===== src/rtl/loop_delay_timer.sv =====
// Programmable period timer: counts enabled cycles and pulses o_yes once per period.
// Optional `LOOP_TICK_COUNT_EN adds a 16-bit wrapping count of o_yes pulses on o_tick_cnt.
module loop_delay_timer #(
  parameter int unsigned W = 65
) (
  input  logic         i_clk,
  input  logic         i_reset,
  input  logic         i_strtcnt,
  input  logic         i_clr,
  input  logic [W-1:0] i_delay,
  input  logic [1:0]   i_speed,
  output logic         o_yes,
  output logic         o_busy,
`ifdef LOOP_TICK_COUNT_EN
  output logic [15:0]  o_tick_cnt,
`endif
  output logic [W-1:0] o_cnt
);

  typedef enum logic [1:0] {StIdle, StCount, StHold, StFire} state_e;

  localparam logic [W-1:0] One = {{(W-1){1'b0}}, 1'b1};

  state_e       r_state, w_state_d;
  logic [W-1:0] r_cnt, w_cnt_d;
  logic [W-1:0] r_target, w_target_d;
  logic [W-1:0] w_shifted, w_tgt;

  // A zero period would never fire, so clamp the target to one cycle.
  assign w_shifted = i_delay >> i_speed;
  assign w_tgt     = (w_shifted == '0) ? One : w_shifted;

  always_comb begin
    w_state_d  = r_state;
    w_cnt_d    = r_cnt;
    w_target_d = r_target;
    if (i_clr) begin
      w_state_d = StIdle;
      w_cnt_d   = '0;
    end else begin
      case (r_state)
        StIdle: begin
          w_cnt_d = '0;
          if (i_strtcnt) begin
            w_state_d  = StCount;
            w_cnt_d    = One;
            w_target_d = w_tgt;
          end
        end
        StCount: begin
          if (!i_strtcnt) begin
            w_state_d = StHold;
          end else if (r_cnt == r_target) begin
            w_state_d = StFire;
          end else begin
            w_cnt_d = r_cnt + One;
          end
        end
        StHold: begin
          if (i_strtcnt) begin
            w_state_d = StCount;
          end
        end
        StFire: begin
          w_cnt_d    = One;
          w_target_d = w_tgt;
          w_state_d  = i_strtcnt ? StCount : StHold;
        end
        default: begin
          w_state_d = StIdle;
          w_cnt_d   = '0;
        end
      endcase
    end
  end

  always_ff @(posedge i_clk or negedge i_reset) begin
    if (!i_reset) begin
      r_state  <= StIdle;
      r_cnt    <= '0;
      r_target <= One;
    end else begin
      r_state  <= w_state_d;
      r_cnt    <= w_cnt_d;
      r_target <= w_target_d;
    end
  end

`ifdef LOOP_TICK_COUNT_EN
  logic [15:0] r_tick_cnt;

  // Only reset clears the pulse count; clr restarts the period but keeps history.
  always_ff @(posedge i_clk or negedge i_reset) begin
    if (!i_reset) begin
      r_tick_cnt <= '0;
    end else if (r_state == StFire) begin
      r_tick_cnt <= r_tick_cnt + 16'd1;
    end
  end

  assign o_tick_cnt = r_tick_cnt;
`endif

  assign o_yes  = (r_state == StFire);
  assign o_busy = (r_state != StIdle);
  assign o_cnt  = r_cnt;

endmodule


===== config.mk =====
export PLATFORM = sky130hd
export DESIGN_NAME = loop_delay_timer
export DESIGN_NICKNAME = d
export VERILOG_FILES = /design/src/rtl/loop_delay_timer.sv
export SDC_FILE = /design/constraint.sdc
export NUM_CORES = 1
export LEC_CHECK = 0
export ABC_AREA = 1
export ABC_CLOCK_PERIOD_IN_PS = 2560
export CAP_MARGIN = 30
export CORE_MARGIN = 2
export CORE_UTILIZATION = 50
export CTS_BUF_LIST = sky130_fd_sc_hd__clkbuf_4
export CTS_CLUSTER_DIAMETER = 50
export CTS_CLUSTER_SIZE = 28
export DETAILED_ROUTE_END_ITERATION = 12
export PLACE_DENSITY = 0.84
export SLEW_MARGIN = 5
export SYNTH_ARGS = -nofsm -noshare
export SYNTH_HDL_FRONTEND = slang
export SYNTH_SLANG_ARGS = --single-unit

===== constraint.sdc =====
create_clock -name i_clk -period 2.56 [get_ports i_clk]
set_clock_uncertainty 0.1 [all_clocks]
set_input_delay 0.768 -clock i_clk [delete_from_list [all_inputs] [get_ports i_clk]]
set_output_delay 0.768 -clock i_clk [all_outputs]
set_load 0.005 [all_outputs]

==> metrics.sh <==
REG2REG_CAPTURE_POINT='o_cnt[33]'
GRT_FIRST_PASS_WIRELENGTH_MM=54.8
TOTAL_SETUP_VIOLATIONS_REPORTED_AT_THE_END_OF_THE_FLOW=0
GPL_CONGESTION=0.960
POSTROUTEANTENNANETS=0
TOP_LEVEL_PORTS=138
NETSWITCHINGFRACTION=0.336
POWER.CLOCK.FRACTION=0.268
DATA_ARRIVAL_TIME_AT_THE_WORST_SLACK_ENDPOINT_NS=1.65
SYN-INSTANCE-COUNT=1591
WORST_SLEW_MARGIN_REL=0.666
TIMING.FMAX_MHz=397
POWER.TOTAL_W=0.00559
DR.FIRST_ITER.DRC_COUNT=1062
POSTLAYOUTSETUPSLACKWORST_NS=0.0424
TOTAL_SWITCHING_POWER_W=0.00188
CLK_LATENCY_NS=0.56
CTS-ROOT-BUF='clkbuf_4'
ENDPOINT_KIND='output port'
WORST_PATH_DOMINANT_CELL_FAMILY='buffers and inverters'
CRITPATHKIND='reg -> out'
SYNTH.YOSYS.SEQ_AREA_SHARE=0.334
STATUS='completed'
WORST_R2R_STARTPOINT='o_cnt[56]'
CLOCK_SINK_COUNT=132
PLACEMENT.IO_BUFFERS=137
ROUTED-VIA-COUNT=10900
GRT-OVFL-TOTAL=0
CTS_BUFFER_DEPTH=2
SYNTHESIS.NETS=1667
MAXCAP_VIOLATIONS=0
TIMING.CRITICAL_PATH.SLOWEST_STAGE_CELL='clkdlybuf4s50_1'
YOSYS.CELL_TYPES.COUNT=33
YS.WARNINGS.COUNT=0
PRE_CTS_WS_NS=-0.474
SYNTH_LARGEST_AREA_CELL='dfrtp_1'
CLK_TRANSITION_REPORTED_PATHS_NS=0.12
TIMING_WORST_SLEW_PIN_VALUE_NS=0.500
CTS_TREE='built'
TIMING.CRITICAL_PATH.FANOUT_MAX=5
FINAL_MAX_TRAN_VIOLS=0
FINISH.NET_COUNT=1895
POST_DRT_VIA_CELL_RATIO=5.22
DRT_FIRST_PASS_ITERS=5
TIMING.CRITICAL_PATH.FROM_TYPE='flip-flop'
NETLIST_TOP_CELLS_AREA='dfrtp_1, nand2_1, nor2_1'
AVGSYNTHCELLAREA_UM2=6.22
SYNTHESIS.AREA_MM2=0.00989
FINAL_HOLD_VIOLATION_COUNT=0
GROUTE.USAGE.OVERALL=0.348
SEQPWRFRAC=0.463
WORST_SETUP_PATH_STARTPOINT='o_cnt[35]'
IR_WORST_VDD_uV=242
CRIT_BUF_INV=1
DIE_X_UM=145
GRT_START_MAX_NET_PINS=64
SYN2LAYOUT_AREA_GROWTH_PCT=29.5
DRC_ERRORS=0
FIRST_GLOBAL_VIAS=10100
GRT_ANTENNA_BEFORE_REPAIR=1
FINAL.PERIOD_UTILIZATION=0.983
PLACE_AREA_MM2=0.0123
DETAILEDPLACEMENTHPWL_MM=28.3
POST_ROUTE_CELLS_DRIVE_ABOVE_1_SHARE=0.151
INITIAL_CORE_UTIL=0.508
CLOCK_TREE.HTREE_LEVEL_COUNT=4
CP_DATA_REQUIRED_TIME_NS=1.69
PERIOD_NEEDED_NS=2.52
COREAREA_MM2=0.0195
STATIC-LEAKAGE-POWER_nW=5.86
FF_TO_FF_SETUP_SLACK_NS=0.22
CRIT_PATH_CELL_TRACE='clkdlybuf4s50_1'
CTS-BUFFERS-INSERTED=17
HOLD_PATH_CLASS='in -> async'
NUM_ROWS=51
FP.DIEH_UM=145
MAXIMUM_CELL_STAGE_DELAY_ALONG_THE_CRITICAL_PATH_NS=0.56
DETAIL_ROUTE.WL_PER_CELL_UM=17.0
DESIGN_AREA_MM2=0.0128
INTERNAL_POWER_W=0.00372
NUMBER_OF_CELLS_TRAVERSED_BY_THE_WORST_REGISTER_TO_REGISTER_PATH=15
ROUTED_WIRELENGTH_MM=35.7
FP.DIEAREA_MM2=0.0209
YS_FF_LATCH=132
COMBPWRFRAC=0.269
POWER_PER_CELL_AREA_mW_PER_MM2=437
SYNTH.TOP_CELL.AREA_SHARE=0.331
## through the flow
| step | util | hold WS (ns) | instances | TNS, ns |
|---|---|---|---|---|
| final | 0.658 | 0.0567 | 2097 | 0 |
| after CTS | 0.654 | 0.0349 | 2089 | 0 |
| after detailed placement | 0.634 | 0.373 | 2052 | -0.795 |
| after global routing | 0.658 | 0.0413 | 2097 | -0.00480 |
| after floorplan | - | 0.353 | 1591 | 0 |
| after global placement | 0.634 | 0.368 | 2052 | -0.655 |
## power by group through the flow
stage | clock network [W] | registers [W] | logic [W]
finish | 0.00150 | 0.00259 | 0.00150
global route | 0.00160 | 0.00262 | 0.00171
CTS | 0.00151 | 0.00259 | 0.00150
detailed placement | 0 | 0.00263 | 0.00148
global placement | 0 | 0.00261 | 0.00144
floorplan | 0 | 0.00254 | 0.000888
## routing by layer
layer	vias up	global-route usage	part of all wire
met1	4959	0.447	0.42
li1	5418	-	-
met3	87	0.0434	0.064
met5	-	0	0
met4	0	0.196	0.056
met2	477	0.570	0.46
## flip-flops by register name, indices dropped and copies added, names as in the netlist
name / count
r_target: 65
r_state: 2
o_cnt: 65
## synth_stat cells
cell,count
nor2_4,1
ha_1,5
nand2_1,691
or2_2,44
dfstp_2,1
nor2_2,5
or2_0,2
buf_1,10
nand3_1,103
and2_0,3
o21a_1,1
o21ai_1,1
a21oi_1,10
xor2_1,44
o21bai_1,1
or2_1,11
nor3b_1,2
clkbuf_1,33
clkinv_1,1
clkbuf_2,1
dfrtp_1,131
o21ai_0,110
nor3_1,15
buf_6,9
nor2_1,190
inv_1,87
xnor2_1,44
buf_2,9
inv_2,5
nand2_2,3
buf_4,2
nand3_2,2
nand4_1,14
## worst max path at each step
stage                  endpoint  cells after the start
CTS                   o_cnt[31]                      1
detailed placement  r_target[0]                     14
global route          o_cnt[27]                      1
finish                o_cnt[35]                      1
global placement    r_target[0]                     14
floorplan           r_target[0]                     14
## final cells by class
class                   count  area (um2)
inverters                  93         349
multi-input cells        1302        5930
repair buffers            273        2550
well taps                 265         332
fillers                  1824        6660
flip-flops and latches    132        3360
diodes                      1        2.50
clock buffers              17         128
clock inverters            14         164
## placed cells by master, fill, tap and decap left out, types with 5 or more instances in the layout
cell type	count
dfrtp_2	44
clkbuf_4	17
inv_2	7
o21ai_0	105
or2_2	44
clkdlybuf4s50_1	132
buf_12	13
buf_4	123
nor2_2	5
a21oi_1	10
xor2_1	44
inv_1	86
nor3_1	15
nor2_1	190
nand3_1	103
o21ai_1	6
xnor2_1	44
dfrtp_1	87
nand4_1	14
or2_1	11
nand2_1	690
## cells by family after synthesis
logic type | count (synthesis) | share of synthesized area
AND/OR/NAND/NOR | 1086 | 0.451
buffers and inverters | 157 | 0.0684
flip-flops | 132 | 0.334
AO/OA/AOI/OAI | 123 | 0.0627
XOR/XNOR | 88 | 0.0779
adder cells (fa/ha/maj) | 5 | 0.00632
## repair_timing
action	in CTS	in global routing
gates resized for setup	33	26
pin swaps	1	0
buffers inserted	6	7
hold buffers	0	0
endpoints found under the setup margin	30	24
hold endpoints to repair	0	0
(Power assumes the default switching activity.)
